## config.mk

```make
export PLATFORM = sky130hd
export DESIGN_NAME = rv32i_fetch_ctrl
export DESIGN_NICKNAME = d
export VERILOG_FILES = /design/src/rtl/rv32i_fetch_pkg.sv /design/src/rtl/rv32i_fetch_skid.sv /design/src/rtl/rv32i_fetch_ctrl.sv
export SDC_FILE = /design/constraint.sdc
export NUM_CORES = 1
export LEC_CHECK = 0
export BUFFER_PORTS_ARGS = -buffer_cell sky130_fd_sc_hd__clkbuf_2
export CORE_ASPECT_RATIO = 1.75
export CORE_MARGIN = 4
export CORE_UTILIZATION = 50
export CTS_CLUSTER_SIZE = 16
export DETAILED_ROUTE_END_ITERATION = 6
export PLACE_DENSITY_LB_ADDON = 0.1
export SLEW_MARGIN = 30
export SYNTH_ARGS = -nofsm -noshare
export SYNTH_HDL_FRONTEND = slang
export SYNTH_SLANG_ARGS = --single-unit
```

## constraint.sdc

```tcl
create_clock -name clk -period 3.7 [get_ports clk]
set_input_delay 0.555 -clock clk [delete_from_list [all_inputs] [get_ports clk]]
set_output_delay 0.555 -clock clk [all_outputs]
set_load 0.005 [all_outputs]
```

## src/rtl/rv32i_fetch_pkg.sv

```systemverilog
// Shared types and constants for the RV32I instruction-fetch sequencer.
package rv32i_fetch_pkg;

  localparam int unsigned XLEN       = 32;
  localparam int unsigned SKID_DEPTH = 2;
  localparam int unsigned CNT_W      = 2;          // holds 0..SKID_DEPTH
  localparam int unsigned OCC_W      = CNT_W + 1;  // occupancy incl. in-flight fetch
  localparam int unsigned PC_STEP    = 4;
  localparam int unsigned PERF_CNT_W = 32;

  localparam logic [XLEN-1:0] INST_NOP = 32'h0000_0013;

  // FSM encoding kept as plain constants for legacy tools
  typedef logic [0:0] fetch_state_t;
  localparam fetch_state_t S_RESET = 1'b0;
  localparam fetch_state_t S_RUN   = 1'b1;

  typedef struct packed {
    logic [XLEN-1:0] inst;
    logic [XLEN-1:0] pc;
  } fetch_entry_t;

  // Force an address onto a 4-byte boundary
  function automatic logic [XLEN-1:0] word_align(input logic [XLEN-1:0] addr);
    return addr & ~XLEN'(3);
  endfunction

endpackage

```

## src/rtl/rv32i_fetch_skid.sv

```systemverilog
// Two-entry skid FIFO for fetched instructions. Slot 0 is always the head and
// doubles as the registered output; when empty its inst reads as NOP and its
// pc keeps the last presented value.
module rv32i_fetch_skid
  import rv32i_fetch_pkg::*;
(
  input  logic             clk,
  input  logic             rst,
  input  logic             push,
  input  fetch_entry_t     push_data,
  input  logic             pop,
  input  logic             flush,
  output logic [CNT_W-1:0] count,
  output logic             valid,
  output fetch_entry_t     head
);

  fetch_entry_t     slot0_q, slot0_d;
  fetch_entry_t     slot1_q, slot1_d;
  logic [CNT_W-1:0] count_q, count_d;
  logic             valid_q, valid_d;
  logic             do_pop;

  // Next-state: flush dominates, then shift-on-pop with optional refill
  always_comb begin
    slot0_d = slot0_q;
    slot1_d = slot1_q;
    count_d = count_q;
    do_pop  = pop & (count_q != '0);
    if (flush) begin
      count_d      = '0;
      slot0_d.inst = INST_NOP;
    end else begin
      count_d = count_q + CNT_W'(push) - CNT_W'(do_pop);
      if (do_pop) begin
        if (count_q == CNT_W'(SKID_DEPTH)) begin
          slot0_d = slot1_q;
          if (push) slot1_d = push_data;
        end else if (push) begin
          slot0_d = push_data;
        end else begin
          slot0_d.inst = INST_NOP;
        end
      end else if (push) begin
        if (count_q == '0) slot0_d = push_data;
        else               slot1_d = push_data;
      end
    end
    valid_d = (count_d != '0);
  end

  // Storage and registered status
  always_ff @(posedge clk or negedge rst) begin
    if (!rst) begin
      slot0_q <= '{inst: INST_NOP, pc: '0};
      slot1_q <= '0;
      count_q <= '0;
      valid_q <= 1'b0;
    end else begin
      slot0_q <= slot0_d;
      slot1_q <= slot1_d;
      count_q <= count_d;
      valid_q <= valid_d;
    end
  end

  assign count = count_q;
  assign valid = valid_q;
  assign head  = slot0_q;

`ifndef SYNTHESIS
  // The upstream issue throttle must keep responses out of a full buffer
  assert property (@(posedge clk) disable iff (!rst)
    !(push && !flush && (count_q == CNT_W'(SKID_DEPTH))));
`endif

endmodule

```

## src/rtl/rv32i_fetch_ctrl.sv

```systemverilog
// RV32I instruction-fetch sequencer: owns the PC, issues requests to a
// 1-cycle synchronous instruction memory, buffers responses in a skid FIFO
// and drops stale fetches on redirect.
// Optional perf counters (o_fetch_cnt, o_flush_cnt) under RV32I_FETCH_PERF_EN.
module rv32i_fetch_ctrl
  import rv32i_fetch_pkg::*;
#(
  parameter int unsigned      WIDTH    = 32,
  parameter logic [WIDTH-1:0] RESET_PC = 32'h0000_0000
) (
  input  logic             clk,
  input  logic             rst,
  output logic [WIDTH-1:0] o_imem_addr,
  output logic             o_imem_req,
  input  logic [WIDTH-1:0] i_imem_inst,
  output logic [WIDTH-1:0] o_inst,
  output logic [WIDTH-1:0] o_pc,
  output logic             o_valid,
  input  logic             i_stall,
  input  logic             i_redirect,
  input  logic [WIDTH-1:0] i_redirect_pc
`ifdef RV32I_FETCH_PERF_EN
  ,
  output logic [PERF_CNT_W-1:0] o_fetch_cnt,
  output logic [PERF_CNT_W-1:0] o_flush_cnt
`endif
);

  fetch_state_t     state_q, state_d;
  logic [WIDTH-1:0] pc_q, pc_d;
  logic [WIDTH-1:0] req_pc_q, req_pc_d;
  logic             f_q, f_d;

  logic [CNT_W-1:0] skid_count;
  logic             skid_valid;
  fetch_entry_t     skid_head;
  fetch_entry_t     push_data;
  logic             pop, push, issue;
  logic [OCC_W-1:0] occupancy;

  // FSM next state: a single idle cycle after reset, then run forever
  always_comb begin
    state_d = state_q;
    case (state_q)
      S_RESET: state_d = S_RUN;
      default: state_d = S_RUN;
    endcase
  end

  // Issue throttle, PC sequencing and redirect handling
  always_comb begin
    pc_d      = pc_q;
    req_pc_d  = req_pc_q;
    f_d       = 1'b0;
    pop       = skid_valid & ~i_stall;
    push      = f_q & ~i_redirect;
    // Entries held plus the one in flight, after this cycle's pop
    occupancy = OCC_W'(skid_count) + OCC_W'(f_q) - OCC_W'(pop);
    issue     = (state_q == S_RUN) & ~i_redirect & (occupancy < OCC_W'(SKID_DEPTH));
    if (i_redirect) begin
      pc_d = word_align(i_redirect_pc);
    end else if (issue) begin
      pc_d     = pc_q + WIDTH'(PC_STEP);
      req_pc_d = pc_q;
      f_d      = 1'b1;
    end
    push_data = '{inst: i_imem_inst, pc: req_pc_q};
  end

  // State, PC and in-flight tracking registers
  always_ff @(posedge clk or negedge rst) begin
    if (!rst) begin
      state_q  <= S_RESET;
      pc_q     <= RESET_PC;
      req_pc_q <= RESET_PC;
      f_q      <= 1'b0;
    end else begin
      state_q  <= state_d;
      pc_q     <= pc_d;
      req_pc_q <= req_pc_d;
      f_q      <= f_d;
    end
  end

  rv32i_fetch_skid u_skid (
    .clk       (clk),
    .rst       (rst),
    .push      (push),
    .push_data (push_data),
    .pop       (pop),
    .flush     (i_redirect),
    .count     (skid_count),
    .valid     (skid_valid),
    .head      (skid_head)
  );

  assign o_imem_addr = pc_q;
  assign o_imem_req  = issue;
  assign o_inst      = skid_head.inst;
  assign o_pc        = skid_head.pc;
  assign o_valid     = skid_valid;

`ifdef RV32I_FETCH_PERF_EN
  logic [PERF_CNT_W-1:0] fetch_cnt_q, fetch_cnt_d;
  logic [PERF_CNT_W-1:0] flush_cnt_q, flush_cnt_d;

  // Free-running wrap-around event counters
  always_comb begin
    fetch_cnt_d = fetch_cnt_q + PERF_CNT_W'(issue);
    flush_cnt_d = flush_cnt_q + PERF_CNT_W'(i_redirect & (state_q == S_RUN));
  end

  // Counter registers
  always_ff @(posedge clk or negedge rst) begin
    if (!rst) begin
      fetch_cnt_q <= '0;
      flush_cnt_q <= '0;
    end else begin
      fetch_cnt_q <= fetch_cnt_d;
      flush_cnt_q <= flush_cnt_d;
    end
  end

  assign o_fetch_cnt = fetch_cnt_q;
  assign o_flush_cnt = flush_cnt_q;
`endif

endmodule

```

==> key figures <==
Logic synthesis
  – Syn_area_per_cell: 10.28 um^2
  – Cell count after synthesis: 825
  – Most common cell in the synthesized netlist: dfrtp_1
  – Most used flip-flop cell after synthesis: dfrtp_1
  – Synth async-reset ratio: 100.0%
  – Top post-synthesis cells by area: dfrtp_1 55%, mux2_2 8.2%, nand2_1 6.9%
  – Flops & latches, synth: 189
  – Top cells by count, synth: 186 x dfrtp_1, 155 x nand2_1, 79 x nor2_1
  – Sequential-to-total area share from yosys stat: 55.80%
  – Yosys cell types: 44
  – YS warnings: 0
  – Post-synth EDFFs: 0
  – Area leader, netlist: dfrtp_1
  – Synth top area share: 54.87%
  – Post-Syn Area: 0.008483 mm^2

Timing
  – Final setup viols: 0
  – Peak Freq: 289.0 MHz
  – RSZ-0062 raised after global routing: false
  – Tcrit/Tclk final: 93.53%
  – Final hold violations: 0
  – Final worst path period need: 3461 ps
  – Worst-Margin Slew: 782.6 ps
  – Pins over their slew limit: 0
  – Sum of negative setup slack: 0 ps
  – Final Skew: 16.80 ps
  – Slew HR: 47.34%

Floorplan
  – Die height: 180.3 um
  – Initial core utilization: 51.34%
  – Width of the die: 106.5 um
  – Die area: 0.01920 mm^2
  – Row cnt: 62
  – # IOs: 166
  – Core ar.: 0.01652 mm^2

Worst setup path
  – R2R Setup Slk: 610 ps
  – WP data arrival: 2910 ps
  – Req. time, crit path: 3140 ps
  – CP startpoint kind: register
  – Crit. End Element: output pin
  – Critical-path maximum fanout: 5
  – Kind of critical path: reg2out

Detailed routing
  – Routed Antenna Nets: 0
  – Drt pass-1 iters: 5
  – Wirelength, routed: 20100 um
  – Drt wl/cell: 16.65 um
  – Vias per Instance: 5.458
  – Vias: 6588
  – Starting DRC count in detailed routing: 309
  – Drt drc: 0

GRT
  – Gr usage total: 21.47%
  – Grt total ovfl: 0
  – Antenna violations before repair: 0
  – First-pass GRT wire length: 33060 um
  – Vias in the first global route: 6462
  – Largest net degree at the start of global routing: 88

Clock network
  – Clk buf depth: 2
  – Clock sinks: 189
  – CTS root buf: clkbuf_16
  – Worst skew pair latency: 430 ps
  – # resized after CTS: 0
  – H-Tree Depth: 4
  – CTS tree: yes
  – Worst-path clk slew: 70 ps
  – TritonCTS Buffers: 17
  – Post-CTS Setup Inserts: 0
  – Hold buffers post-CTS: 0

Outcome
  – Outcome: complete, no violations

Final layout
  – Share of cells above drive strength 1: 29.30%
  – Antenna cell count: 0
  – Reg area: 0.004733 mm^2
  – # fillers: 1455
  – Area of the multi-input gates: 0.003493 mm^2
  – Nets: 1043
  – Area Overhead vs Synth: 19.41%
  – Fin cells: 1207

Job
  – MaxCap Viol Count: 0

Placed design
  – DPL Wire Length: 13950 um
  – Cells after DPL: 1175
  – Buffers on Ports: 159
  – Gpl congestion: 0.8424

Pwr
  – Worst vdd ir: 0.0002901 V
  – Power per cell area: 600.2 mW/mm^2
  – Leak Pwr: 4.988 nW

Min path
  – Hold crit path type: in2async
routing by layer:
layer | up-vias | part of all wire [%] | global-route usage [%]
li1 | 3168 | - | -
met1 | 3189 | 42 | 27.90
met2 | 198 | 51 | 36.02
met3 | 33 | 5.0 | 3.980
met4 | 0 | 2.1 | 7.527
met5 | - | 0 | 0
flip-flops by register name, summed over array words and instances (netlist names):
name / cells
u_skid.head: 62
u_skid.slot1_q: 62
o_imem_addr: 30
req_pc_q: 30
u_skid.count: 2
f_q: 1
state_q: 1
u_skid.valid: 1
worst max-delay path, stage by stage, from the launching register on:
cell      delay (ps)
dfrtp_1          390
nand2b_1         110
inv_1             80
ha_1             260
nand2b_1         160
fa_1             390
xor2_1           220
or3_2            520
inv_1            210
clkbuf_2         160
through the flow:
step	total power (W)	setup slack [ps]	hold WS (ps)	area (um^2)	util [%]
final	0.006080	239.5	168.0	10130	61.31
after global routing	0.006453	102.5	219.1	10130	61.31
after CTS	0.006160	190.8	202.6	10130	61.31
after detailed placement	0.004282	283.5	464.7	9528	57.66
after global placement	0.004228	324.0	458.3	9527	57.66
after floorplan	0.003700	425.6	259.4	8494	-
cell families after synthesis:
logic type	synth area share (%)
AO/OA/AOI/OAI	11.55
XOR/XNOR	0.4131
adder cells (fa/ha/maj)	0.8260
buffers and inverters	3.363
flip-flops	55.80
multiplexers	12.24
other	0.08853
AND/OR/NAND/NOR	15.72
final timing paths:
| kind | from | end | cells after the start |
|---|---|---|---|
| hold / removal | rst | u_skid.slot1_q[44] | 1 |
| setup reg to reg | u_skid.valid | o_imem_addr[26] | 11 |
| setup / recovery | u_skid.valid | o_imem_req | 9 |
| hold reg to reg | u_skid.head[49] | u_skid.head[49] | 2 |
| max in group asynchronous | rst | u_skid.head[28] | 2 |
| min in group clk | i_redirect_pc[13] | o_imem_addr[13] | 3 |
power breakdown:
part | internal, W | total (W) | switching [W]
sequential | 0.00265 | 0.00302 | 0.000377
combinational | 0.000611 | 0.00120 | 0.000586
clock | 0.00102 | 0.00186 | 0.000834
total | 0.00428 | 0.00608 | 0.00180
cells in the final DEF, fill, tap and decap left out, types with 3 or more instances in the layout:
master	synthesis	layout
a21oi_1	63	63
a221o_1	8	8
a22oi_1	4	4
and2_1	4	3
and3_1	6	6
buf_4	4	18
clkbuf_16	0	17
clkbuf_2	0	158
clkinv_4	0	3
conb_1	2	5
dfrtp_1	186	186
dfstp_2	3	3
ha_1	4	4
inv_1	11	11
inv_6	0	5
inv_8	0	3
mux2_2	62	62
mux2i_1	34	34
nand2_1	155	155
nand2b_1	6	6
nand3_1	18	18
nand4_1	13	13
nor2_1	79	78
nor4_1	7	7
o211ai_1	7	7
o21ai_0	22	22
o22a_1	3	3
o311ai_0	6	6
o31a_1	3	3
o31ai_1	31	31
or2_2	3	3
or3_1	5	4
area by class of cell:
class,instances,area share (%)
Sequential cell,189,46.73
Clock inverter,15,1.742
Multi-Input combinational cell,572,34.49
Inverter,11,0.4076
Timing Repair Buffer,179,9.671
Tap cell,224,2.767
Clock buffer,17,4.200
No activity file was read; power rests on OpenSTA's default activity.
